## config.mk

```make
export PLATFORM = sky130hd
export DESIGN_NAME = pll_reconfig_ctrl_flat
export DESIGN_NICKNAME = d
export VERILOG_FILES = /design/src/rtl/pll_reconfig_ctrl_pkg.sv /design/src/rtl/pll_reconfig_ctrl_if.sv /design/src/rtl/pll_reconfig_ctrl_sync.sv /design/src/rtl/pll_reconfig_ctrl.sv /design/src/flat_wrapper.sv
export SDC_FILE = /design/constraint.sdc
export NUM_CORES = 1
export LEC_CHECK = 0
export ABC_AREA = 1
export CAP_MARGIN = 20
export CORE_AREA = 8 8 88 90
export CTS_CLUSTER_DIAMETER = 50
export DETAILED_ROUTE_END_ITERATION = 6
export DIE_AREA = 0 0 96 98
export GPL_TIMING_DRIVEN = 0
export PLACE_DENSITY = 0.82
export RECOVER_POWER = 50
export SYNTH_ARGS = -nofsm -noshare
export SYNTH_HDL_FRONTEND = slang
export SYNTH_HIERARCHICAL = 1
export SYNTH_SLANG_ARGS = --single-unit
```

## constraint.sdc

```tcl
create_clock -name clk -period 3.4 [get_ports clk]
set_input_delay 0.34 -clock clk [delete_from_list [all_inputs] [get_ports clk]]
set_output_delay 0.34 -clock clk [all_outputs]
set_load 0.005 [all_outputs]
```

## src/rtl/pll_reconfig_ctrl_pkg.sv

```systemverilog
// pll_ctrl_pkg: types and widths shared by the PLL reconfiguration controller,
// its APB interface and the bench.
//   state_e     - controller sequencer states
//   APB_ADDR_W  - APB address width seen by the PLL register file
//   APB_DATA_W  - APB data width of a PLL register
package pll_ctrl_pkg;

    localparam int APB_ADDR_W = 5;
    localparam int APB_DATA_W = 16;

    typedef enum logic [3:0] {
        ST_PWD       = 4'd0,
        ST_RST       = 4'd1,
        ST_WAIT_LOCK = 4'd2,
        ST_LOCKED    = 4'd3,
        ST_WR_SETUP  = 4'd4,
        ST_WR_ACC    = 4'd5,
        ST_RD_SETUP  = 4'd6,
        ST_RD_ACC    = 4'd7,
        ST_ERR       = 4'd8
    } state_e;

endpackage

```

## src/rtl/pll_reconfig_ctrl_if.sv

```systemverilog
// pll_reconfig_ctrl_if: APB link between the controller (master) and the
// PLL reconfiguration port (slave).
//   apb_sel/apb_en/apb_write - APB phase and direction control (master -> slave)
//   apb_addr/apb_wdata       - register address and write data (master -> slave)
//   apb_ready/apb_rdata      - transfer completion and read data (slave -> master)
interface pll_reconfig_ctrl_if;
    import pll_ctrl_pkg::*;

    logic                  apb_sel;
    logic                  apb_en;
    logic                  apb_write;
    logic [APB_ADDR_W-1:0] apb_addr;
    logic [APB_DATA_W-1:0] apb_wdata;
    logic                  apb_ready;
    logic [APB_DATA_W-1:0] apb_rdata;

    modport master (
        output apb_sel, apb_en, apb_write, apb_addr, apb_wdata,
        input  apb_ready, apb_rdata
    );

    modport slave (
        input  apb_sel, apb_en, apb_write, apb_addr, apb_wdata,
        output apb_ready, apb_rdata
    );

endinterface

```

## src/rtl/pll_reconfig_ctrl_sync.sv

```systemverilog
// pll_lock_sync: two-flop synchronizer bringing the PLL's asynchronous lock
// indication into the APB clock domain.
//   clk     - destination clock
//   rst     - asynchronous active-high reset, clears both flops to 0
//   async_i - raw asynchronous input
//   sync_o  - synchronized output, two clk cycles of latency
module pll_lock_sync (
    input  logic clk,
    input  logic rst,
    input  logic async_i,
    output logic sync_o
);

    logic meta_q;
    logic sync_q;

    // Two-stage capture; the first stage may go metastable and gets a full cycle to settle.
    always_ff @(posedge clk or posedge rst) begin
        if (rst) begin
            meta_q <= 1'b0;
            sync_q <= 1'b0;
        end else begin
            meta_q <= async_i;
            sync_q <= meta_q;
        end
    end

    assign sync_o = sync_q;

endmodule

```

## src/rtl/pll_reconfig_ctrl.sv

```systemverilog
// pll_reconfig_ctrl: owns the PLL power-down, reset and APB reconfiguration
// pins. Runs power-down -> reset -> wait-for-lock at power-up and after lock
// loss, and on request rewrites a register table over APB with read-back
// verification before relocking.
//   clk, rst      - APB clock, asynchronous active-high reset
//   cfg_req_i     - single-cycle reconfiguration request (LOCKED or ERR only)
//   tbl_idx_o     - table entry currently being written/read
//   tbl_addr_i    - PLL register address for tbl_idx_o (combinational from parent)
//   tbl_data_i    - PLL register value for tbl_idx_o (combinational from parent)
//   cfg_busy_o    - a sequence is in progress
//   cfg_done_o    - one-cycle pulse: reconfiguration relocked
//   cfg_err_o     - one-cycle pulse on entering ERR
//   locked_o      - PLL locked and controller idle
//   lock_lost_o   - one-cycle pulse: lock dropped while LOCKED
//   pll_pwd_o     - PLL power-down
//   pll_rst_o     - PLL reset
//   pll_lock_i    - raw PLL lock, asynchronous
//   apb           - APB master port
module pll_reconfig_ctrl
    import pll_ctrl_pkg::*;
#(
    parameter int NUM_WR       = 4,
    parameter int RST_HOLD     = 16,
    parameter int LOCK_TIMEOUT = 50000,
    parameter int MAX_RETRY    = 3
) (
    input  logic                  clk,
    input  logic                  rst,
    input  logic                  cfg_req_i,
    output logic [3:0]            tbl_idx_o,
    input  logic [APB_ADDR_W-1:0] tbl_addr_i,
    input  logic [APB_DATA_W-1:0] tbl_data_i,
    output logic                  cfg_busy_o,
    output logic                  cfg_done_o,
    output logic                  cfg_err_o,
    output logic                  locked_o,
    output logic                  lock_lost_o,
    output logic                  pll_pwd_o,
    output logic                  pll_rst_o,
    input  logic                  pll_lock_i,
    pll_reconfig_ctrl_if.master   apb
);

    localparam int HOLD_W  = $clog2(RST_HOLD);
    localparam int TMR_W   = $clog2(LOCK_TIMEOUT + 1);
    localparam int RETRY_W = (MAX_RETRY < 1) ? 1 : $clog2(MAX_RETRY + 1);

    localparam logic [HOLD_W-1:0]  HOLD_LAST = HOLD_W'(RST_HOLD - 1);
    localparam logic [TMR_W-1:0]   TMR_LAST  = TMR_W'(LOCK_TIMEOUT - 1);
    localparam logic [TMR_W-1:0]   TMR_MAX   = TMR_W'(LOCK_TIMEOUT);
    localparam logic [RETRY_W-1:0] RETRY_MAX = RETRY_W'(MAX_RETRY);
    localparam logic [3:0]         IDX_LAST  = 4'(NUM_WR - 1);

    state_e               state_q, state_d;
    logic [HOLD_W-1:0]    hold_q, hold_d;
    logic [TMR_W-1:0]     timer_q, timer_d;
    logic [RETRY_W-1:0]   retry_q, retry_d;
    logic [3:0]           idx_q, idx_d;
    logic                 cfg_mode_q, cfg_mode_d;   // current relock was started by a reconfiguration
    logic                 done_q, done_d;
    logic                 err_q, err_d;
    logic                 lost_q, lost_d;
    logic                 pwd_q, pwd_d;
    logic                 prst_q, prst_d;
    logic                 busy_q, busy_d;
    logic                 locked_q, locked_d;
    logic                 sel_q, sel_d;
    logic                 en_q, en_d;
    logic                 write_q, write_d;
    logic                 lock_s;

    pll_lock_sync u_lock_sync (
        .clk     (clk),
        .rst     (rst),
        .async_i (pll_lock_i),
        .sync_o  (lock_s)
    );

    // Sequencer next-state, retry/index bookkeeping and event pulses.
    always_comb begin
        state_d    = state_q;
        retry_d    = retry_q;
        idx_d      = idx_q;
        cfg_mode_d = cfg_mode_q;
        done_d     = 1'b0;
        err_d      = 1'b0;
        lost_d     = 1'b0;
        hold_d     = hold_q;
        timer_d    = timer_q;

        case (state_q)
            ST_PWD: begin
                if (hold_q == HOLD_LAST) begin
                    state_d = ST_RST;
                end else begin
                    state_d = ST_PWD;
                end
            end
            ST_RST: begin
                if (hold_q == HOLD_LAST) begin
                    state_d = ST_WAIT_LOCK;
                end else begin
                    state_d = ST_RST;
                end
            end
            ST_WAIT_LOCK: begin
                // Lock seen in the same cycle as the timeout still counts as success.
                if (lock_s) begin
                    state_d    = ST_LOCKED;
                    done_d     = cfg_mode_q;
                    cfg_mode_d = 1'b0;
                end else if (timer_q == TMR_LAST) begin
                    if (retry_q < RETRY_MAX) begin
                        retry_d = retry_q + RETRY_W'(1);
                        state_d = ST_RST;
                    end else begin
                        state_d    = ST_ERR;
                        err_d      = 1'b1;
                        cfg_mode_d = 1'b0;
                    end
                end else begin
                    state_d = ST_WAIT_LOCK;
                end
            end
            ST_LOCKED: begin
                // Lock loss takes priority; a coincident request is dropped.
                if (!lock_s) begin
                    lost_d  = 1'b1;
                    retry_d = {RETRY_W{1'b0}};
                    state_d = ST_RST;
                end else if (cfg_req_i) begin
                    idx_d      = 4'd0;
                    cfg_mode_d = 1'b1;
                    state_d    = ST_WR_SETUP;
                end else begin
                    state_d = ST_LOCKED;
                end
            end
            ST_WR_SETUP: begin
                state_d = ST_WR_ACC;
            end
            ST_WR_ACC: begin
                if (apb.apb_ready) begin
                    state_d = ST_RD_SETUP;
                end else begin
                    state_d = ST_WR_ACC;
                end
            end
            ST_RD_SETUP: begin
                state_d = ST_RD_ACC;
            end
            ST_RD_ACC: begin
                if (apb.apb_ready) begin
                    if (apb.apb_rdata != tbl_data_i) begin
                        state_d    = ST_ERR;
                        err_d      = 1'b1;
                        cfg_mode_d = 1'b0;
                    end else if (idx_q == IDX_LAST) begin
                        retry_d = {RETRY_W{1'b0}};
                        state_d = ST_RST;
                    end else begin
                        idx_d   = idx_q + 4'd1;
                        state_d = ST_WR_SETUP;
                    end
                end else begin
                    state_d = ST_RD_ACC;
                end
            end
            ST_ERR: begin
                if (cfg_req_i) begin
                    retry_d = {RETRY_W{1'b0}};
                    state_d = ST_PWD;
                end else begin
                    state_d = ST_ERR;
                end
            end
            default: begin
                state_d = ST_PWD;
            end
        endcase

        // Both counters restart on every state change and saturate otherwise,
        // so each hold/timeout window is measured from state entry and never wraps.
        if (state_d != state_q) begin
            hold_d  = {HOLD_W{1'b0}};
            timer_d = {TMR_W{1'b0}};
        end else begin
            hold_d  = (hold_q == HOLD_LAST) ? hold_q : hold_q + HOLD_W'(1);
            timer_d = (timer_q == TMR_MAX) ? timer_q : timer_q + TMR_W'(1);
        end
    end

    // Pin levels decoded from the next state so they register together with it.
    always_comb begin
        pwd_d    = 1'b0;
        prst_d   = 1'b1;
        busy_d   = 1'b1;
        locked_d = 1'b0;
        sel_d    = 1'b0;
        en_d     = 1'b0;
        write_d  = 1'b0;
        case (state_d)
            ST_PWD:       pwd_d = 1'b1;
            ST_RST:       prst_d = 1'b1;
            ST_WAIT_LOCK: prst_d = 1'b0;
            ST_LOCKED: begin
                prst_d   = 1'b0;
                busy_d   = 1'b0;
                locked_d = 1'b1;
            end
            ST_WR_SETUP: begin
                sel_d   = 1'b1;
                write_d = 1'b1;
            end
            ST_WR_ACC: begin
                sel_d   = 1'b1;
                en_d    = 1'b1;
                write_d = 1'b1;
            end
            ST_RD_SETUP:  sel_d = 1'b1;
            ST_RD_ACC: begin
                sel_d = 1'b1;
                en_d  = 1'b1;
            end
            ST_ERR:       busy_d = 1'b0;
            default:      pwd_d = 1'b1;
        endcase
    end

    // State, counters and registered outputs.
    always_ff @(posedge clk or posedge rst) begin
        if (rst) begin
            state_q    <= ST_PWD;
            hold_q     <= {HOLD_W{1'b0}};
            timer_q    <= {TMR_W{1'b0}};
            retry_q    <= {RETRY_W{1'b0}};
            idx_q      <= 4'd0;
            cfg_mode_q <= 1'b0;
            done_q     <= 1'b0;
            err_q      <= 1'b0;
            lost_q     <= 1'b0;
            pwd_q      <= 1'b1;
            prst_q     <= 1'b1;
            busy_q     <= 1'b1;
            locked_q   <= 1'b0;
            sel_q      <= 1'b0;
            en_q       <= 1'b0;
            write_q    <= 1'b0;
        end else begin
            state_q    <= state_d;
            hold_q     <= hold_d;
            timer_q    <= timer_d;
            retry_q    <= retry_d;
            idx_q      <= idx_d;
            cfg_mode_q <= cfg_mode_d;
            done_q     <= done_d;
            err_q      <= err_d;
            lost_q     <= lost_d;
            pwd_q      <= pwd_d;
            prst_q     <= prst_d;
            busy_q     <= busy_d;
            locked_q   <= locked_d;
            sel_q      <= sel_d;
            en_q       <= en_d;
            write_q    <= write_d;
        end
    end

    assign tbl_idx_o   = idx_q;
    assign cfg_busy_o  = busy_q;
    assign cfg_done_o  = done_q;
    assign cfg_err_o   = err_q;
    assign locked_o    = locked_q;
    assign lock_lost_o = lost_q;
    assign pll_pwd_o   = pwd_q;
    assign pll_rst_o   = prst_q;

    assign apb.apb_sel   = sel_q;
    assign apb.apb_en    = en_q;
    assign apb.apb_write = write_q;
    // The table is a combinational lookup of the registered index, so address
    // and data are already stable for the whole transfer; they are gated to
    // zero outside transfers and follow the async reset through sel_q.
    assign apb.apb_addr  = sel_q ? tbl_addr_i : {APB_ADDR_W{1'b0}};
    assign apb.apb_wdata = sel_q ? tbl_data_i : {APB_DATA_W{1'b0}};

endmodule

```

## src/flat_wrapper.sv

```systemverilog
// flat-port wrapper written by rule: the top's interface ports become plain ports
module pll_reconfig_ctrl_flat import pll_ctrl_pkg::*;
#(
    parameter int NUM_WR       = 4,
    parameter int RST_HOLD     = 16,
    parameter int LOCK_TIMEOUT = 50000,
    parameter int MAX_RETRY    = 3
)
  (clk, rst, cfg_req_i, tbl_idx_o, tbl_addr_i, tbl_data_i, cfg_busy_o, cfg_done_o, cfg_err_o, locked_o, lock_lost_o, pll_pwd_o, pll_rst_o, pll_lock_i, apb_apb_sel, apb_apb_en, apb_apb_write, apb_apb_addr, apb_apb_wdata, apb_apb_ready, apb_apb_rdata);
  pll_reconfig_ctrl_if apb_i ();
  input  logic clk;
  input  logic rst;
  input  logic cfg_req_i;
  output logic [3:0] tbl_idx_o;
  input  logic [APB_ADDR_W-1:0] tbl_addr_i;
  input  logic [APB_DATA_W-1:0] tbl_data_i;
  output logic cfg_busy_o;
  output logic cfg_done_o;
  output logic cfg_err_o;
  output logic locked_o;
  output logic lock_lost_o;
  output logic pll_pwd_o;
  output logic pll_rst_o;
  input  logic pll_lock_i;
  output wire logic [$bits(apb_i.apb_sel)-1:0] apb_apb_sel;
  output wire logic [$bits(apb_i.apb_en)-1:0] apb_apb_en;
  output wire logic [$bits(apb_i.apb_write)-1:0] apb_apb_write;
  output wire logic [$bits(apb_i.apb_addr)-1:0] apb_apb_addr;
  output wire logic [$bits(apb_i.apb_wdata)-1:0] apb_apb_wdata;
  input wire logic [$bits(apb_i.apb_ready)-1:0] apb_apb_ready;
  input wire logic [$bits(apb_i.apb_rdata)-1:0] apb_apb_rdata;
  assign apb_apb_sel = apb_i.apb_sel;
  assign apb_apb_en = apb_i.apb_en;
  assign apb_apb_write = apb_i.apb_write;
  assign apb_apb_addr = apb_i.apb_addr;
  assign apb_apb_wdata = apb_i.apb_wdata;
  assign apb_i.apb_ready = apb_apb_ready;
  assign apb_i.apb_rdata = apb_apb_rdata;
  pll_reconfig_ctrl #(.NUM_WR(NUM_WR), .RST_HOLD(RST_HOLD), .LOCK_TIMEOUT(LOCK_TIMEOUT), .MAX_RETRY(MAX_RETRY)) u_core (.clk(clk), .rst(rst), .cfg_req_i(cfg_req_i), .tbl_idx_o(tbl_idx_o), .tbl_addr_i(tbl_addr_i), .tbl_data_i(tbl_data_i), .cfg_busy_o(cfg_busy_o), .cfg_done_o(cfg_done_o), .cfg_err_o(cfg_err_o), .locked_o(locked_o), .lock_lost_o(lock_lost_o), .pll_pwd_o(pll_pwd_o), .pll_rst_o(pll_rst_o), .pll_lock_i(pll_lock_i), .apb(apb_i));
endmodule
```

==> run summary <==
The run finished, with violations left. The checks that failed: max-capacitance violations, max-slew violations. The total instance count after detailed placement came out at 556. The clock sink count is 43. The via count of the routed design is 2713. The count of cells in the finished layout, fillers not included, comes to 564. The H-tree depth reported by CTS is 2. The startpoint identified for the worst register-to-register timing path is u_core/state_q[2].

The layout filler cell count is 607. The worst setup slack after placement came out at 1060 ps. The warning count from the yosys run came out at 6. The highest net fanout along the worst path is 10. The repair_antennas step left the layout with diodes totalling 0.

The final layout contains 530 nets. The worst setup path is captured at a flop. The endpoint identified for the worst register-to-register timing path is u_core/timer_q[5].

TritonCTS built the clock tree. The async set-reset flop share out of synthesis came out at 100%. For the worst setup path, the data arrival time is 2400 ps.

After detailed routing, the average wire length per cell comes to 12.1 um. The number of nets handed over by synthesis was 447. Setup repair after global routing left no endpoint under its margin. The routed via count divided by cell count is 4.81. Global routing finished with a remaining overflow of 0.

Leaving out fill and tap cells, the most frequent cells in the layout are sky130_fd_sc_hd__nand2_1 (103), sky130_fd_sc_hd__inv_1 (79), sky130_fd_sc_hd__nor2_1 (64). The layout overhead on the synthesized area came out at 33.1%. The fraction of layout instances using a drive strength above 1 is 6.61%. The tree is rooted in a sky130_fd_sc_hd__clkbuf_8. The global-route total usage across every layer is 14.0%. After clock tree synthesis, the repair step resized 0 gates. The maximum clock frequency came out at 0.459 GHz.

Leaving out fill and tap cells, the most frequent cell in the layout is sky130_fd_sc_hd__nand2_1. The placer's final routability congestion estimate is 0.897. In this run the mean area of a mapped cell was 6.96 sq um.

The worst IR drop on VDD is 0.000392 V. The via count of the first global-routing pass is 2506. The portion of the post-synthesis area used by sequential elements came out at 38.8%. The accumulated negative setup slack came out at 0 ps. The vertical extent of the die came out at 98 um. After floorplanning, the core was divided into 30 placement rows. The post-synthesis instance area is 0.00279 sq mm.

The wire length of the first global-routing pass is 10.9 mm. Entering global routing, the biggest net connects 42 pins. The leakage power summed over all cells came out at 0.00200 uW. The insertion delay to the later sink of the worst-skew pair is 290 ps. The die covers 0.00941 sq mm. The count of mapped cells out of synthesis came out at 400.

The number of max-capacitance violations reported came out at 1. The number of hold buffers added after cts came out at 0. The worst reg-to-reg path cell count came out at 12. Dividing total power by cell area gives a power density of 537 mW/mm^2. In this run the standard cell core region covers 0.00649 sq mm.

The final number of max-transition violations is 42. The clock edge transition at the registers on the reported setup and hold paths is 80 ps. The worst setup path is launched from a flop.

The starting utilization of the core area is 42.9%. Setup violations remaining at the end of the flow were counted as 0. The count of endpoints failing hold in the final timing report is 0. The type of the tightest min-delay check is in -> async. The number of top-level pins is 77. The pin slew with the least headroom to its limit came out at 1520 ps. Before antenna repair, the detailed router went through 4 iterations. The setup slack of the worst register-to-register path is 1220 ps. The number of CTS-inserted buffers is 5. The post-route DRC violation count came out at 0. The utilization of the core after routing is 57.1%. The HPWL after detailed placement is 5.48 mm. The remaining max-slew budget at the tightest pin is -1.70%. The count of nets left with antenna violations after detail routing came out at 0.

The count of buffers inserted at the top-level ports is 76. The worst path needs 2180 ps of the cycle, external delays included. The commonest register cell after synthesis is sky130_fd_sc_hd__dfrtp_1. The number of setup buffers added after CTS is 0. The count of different cell masters after synthesis is 33.

The smallest setup slack after layout is 1220 ps. After detailed routing, the total wire length is 6.82 mm. The setup path with the least slack is of type reg -> reg. The end point of the critical path is u_core/timer_q[5]. Dividing the final minimum period by the clock period gives 64.1%. The required time at the endpoint of the critical path is 3620 ps. The largest buffer count on any clock path came out at 2. Across the routed clock network, the largest skew measured is 7.04 ps. The die width is 96 um. The beginning of the critical path is u_core/state_q[2].

The number of synthesized flops with an enable pin is 0. In this run, synthesis produced a sequential element count of 43. The count of routing violations after the opening detailed-route iteration came out at 119. The number of antenna violations at the first check in global routing is 0.
-- critical path: stages, from the launching register on --
cell and delay, ps:
sky130_fd_sc_hd__dfrtp_1 440, sky130_fd_sc_hd__nor2_1 310, sky130_fd_sc_hd__nand2_1 240, sky130_fd_sc_hd__nor2_1 240, sky130_fd_sc_hd__inv_2 90, sky130_fd_sc_hd__nand2_1 80, sky130_fd_sc_hd__inv_2 50, sky130_fd_sc_hd__nand3_1 70
sky130_fd_sc_hd__nand2_1 50, sky130_fd_sc_hd__nor2_1 140, sky130_fd_sc_hd__nand3_2 130, sky130_fd_sc_hd__buf_6 170, sky130_fd_sc_hd__nor2_1 100
-- area by class of cell --
class / count / area, sq um / area share, %
Clock inverter: 2 / 12.5 / 0.338
Buffer: 4 / 30.0 / 0.810
Multi-Input combinational cell: 271 / 1340 / 36.2
Clock buffer: 6 / 72.6 / 1.96
Tap cell: 80 / 100 / 2.70
Sequential cell: 43 / 1080 / 29.1
Timing Repair Buffer: 76 / 761 / 20.5
Inverter: 82 / 308 / 8.31
-- Yosys cell counts, types with 2 or more instances --
library cell	instances	area, sq um
sky130_fd_sc_hd__nor2_2	5	31.3
sky130_fd_sc_hd__nor4_1	2	12.5
sky130_fd_sc_hd__nand2_2	4	25.0
sky130_fd_sc_hd__xnor2_1	5	43.8
sky130_fd_sc_hd__clkbuf_1	2	7.51
sky130_fd_sc_hd__a21oi_1	8	40.0
sky130_fd_sc_hd__dfrtp_1	40	1000
sky130_fd_sc_hd__o211ai_1	2	15.0
sky130_fd_sc_hd__o21ai_0	12	60.1
sky130_fd_sc_hd__nor3_1	3	15.0
sky130_fd_sc_hd__nand2_4	2	22.5
sky130_fd_sc_hd__nand3_2	2	20.0
sky130_fd_sc_hd__inv_2	3	11.3
sky130_fd_sc_hd__ha_1	5	62.6
sky130_fd_sc_hd__nand4_1	8	50.1
sky130_fd_sc_hd__nor2_1	62	233
sky130_fd_sc_hd__inv_1	79	297
sky130_fd_sc_hd__dfstp_2	3	78.8
sky130_fd_sc_hd__nand2_1	101	379
sky130_fd_sc_hd__buf_6	2	22.5
sky130_fd_sc_hd__nor2_4	3	33.8
sky130_fd_sc_hd__xor2_1	11	96.3
sky130_fd_sc_hd__nand3_1	26	130
-- layer usage --
layer | share of wire (%) | GRT usage [%] | vias up
met4 | 1.3 | 4.73 | 0
met3 | 9.3 | 3.68 | 11
met1 | 43 | 16.4 | 1225
met5 | 0 | 0 | -
li1 | - | - | 1379
met2 | 46 | 23.5 | 98
-- logic make-up (layout without fill, tap and decap cells) --
logic type                 count (synthesis)  after routing  share of synthesized area, %
AOI/OAI and AO/OA                         26             26                          5.21
buffers and inverters                     86            170                          12.1
muxes                                      1              1                         0.359
xor gates and xnor gates                  16             16                          5.03
and+or+nand+nor                          223            223                          36.3
adders and majority gates                  5              5                          2.25
DFF                                       43             43                          38.8
-- worst min-delay path by stage --
| stage | endpoint | slack, ps | cells after the start |
|---|---|---|---|
| final | u_core/u_lock_sync/meta_q | 340 | 2 |
| after global routing | u_core/u_lock_sync/sync_o | 370 | 2 |
| after CTS | u_core/u_lock_sync/meta_q | 220 | 2 |
| after detailed placement | u_core/u_lock_sync/sync_o | 350 | 0 |
| after global placement | u_core/u_lock_sync/sync_o | 340 | 0 |
| after floorplan | u_core/u_lock_sync/meta_q | 80 | 1 |
-- report_power, final --
| group | switching (uW) | internal, uW | total (uW) |
|---|---|---|---|
| sequential | 90.2 | 626 | 716 |
| clock | 172 | 144 | 316 |
| combinational | 517 | 440 | 958 |
| total | 780 | 1210 | 1990 |
-- sequential cells by signal, indices dropped and copies added (netlist names), 2 cells and up --
register          count
u_core/timer_q       16
u_core/hold_q         4
u_core/state_q        4
u_core/tbl_idx_o      4
u_core/retry_q        2
-- per-stage QoR --
stage	hold WS [ps]	total power, uW	cell area, sq um
after global placement	337	1690	3650
after floorplan	81.2	1330	2790
after CTS	220	2050	3730
final	342	1990	3710
after global routing	367	2160	3710
after detailed placement	348	1720	3650
No activity file was read; power rests on OpenSTA's default activity.
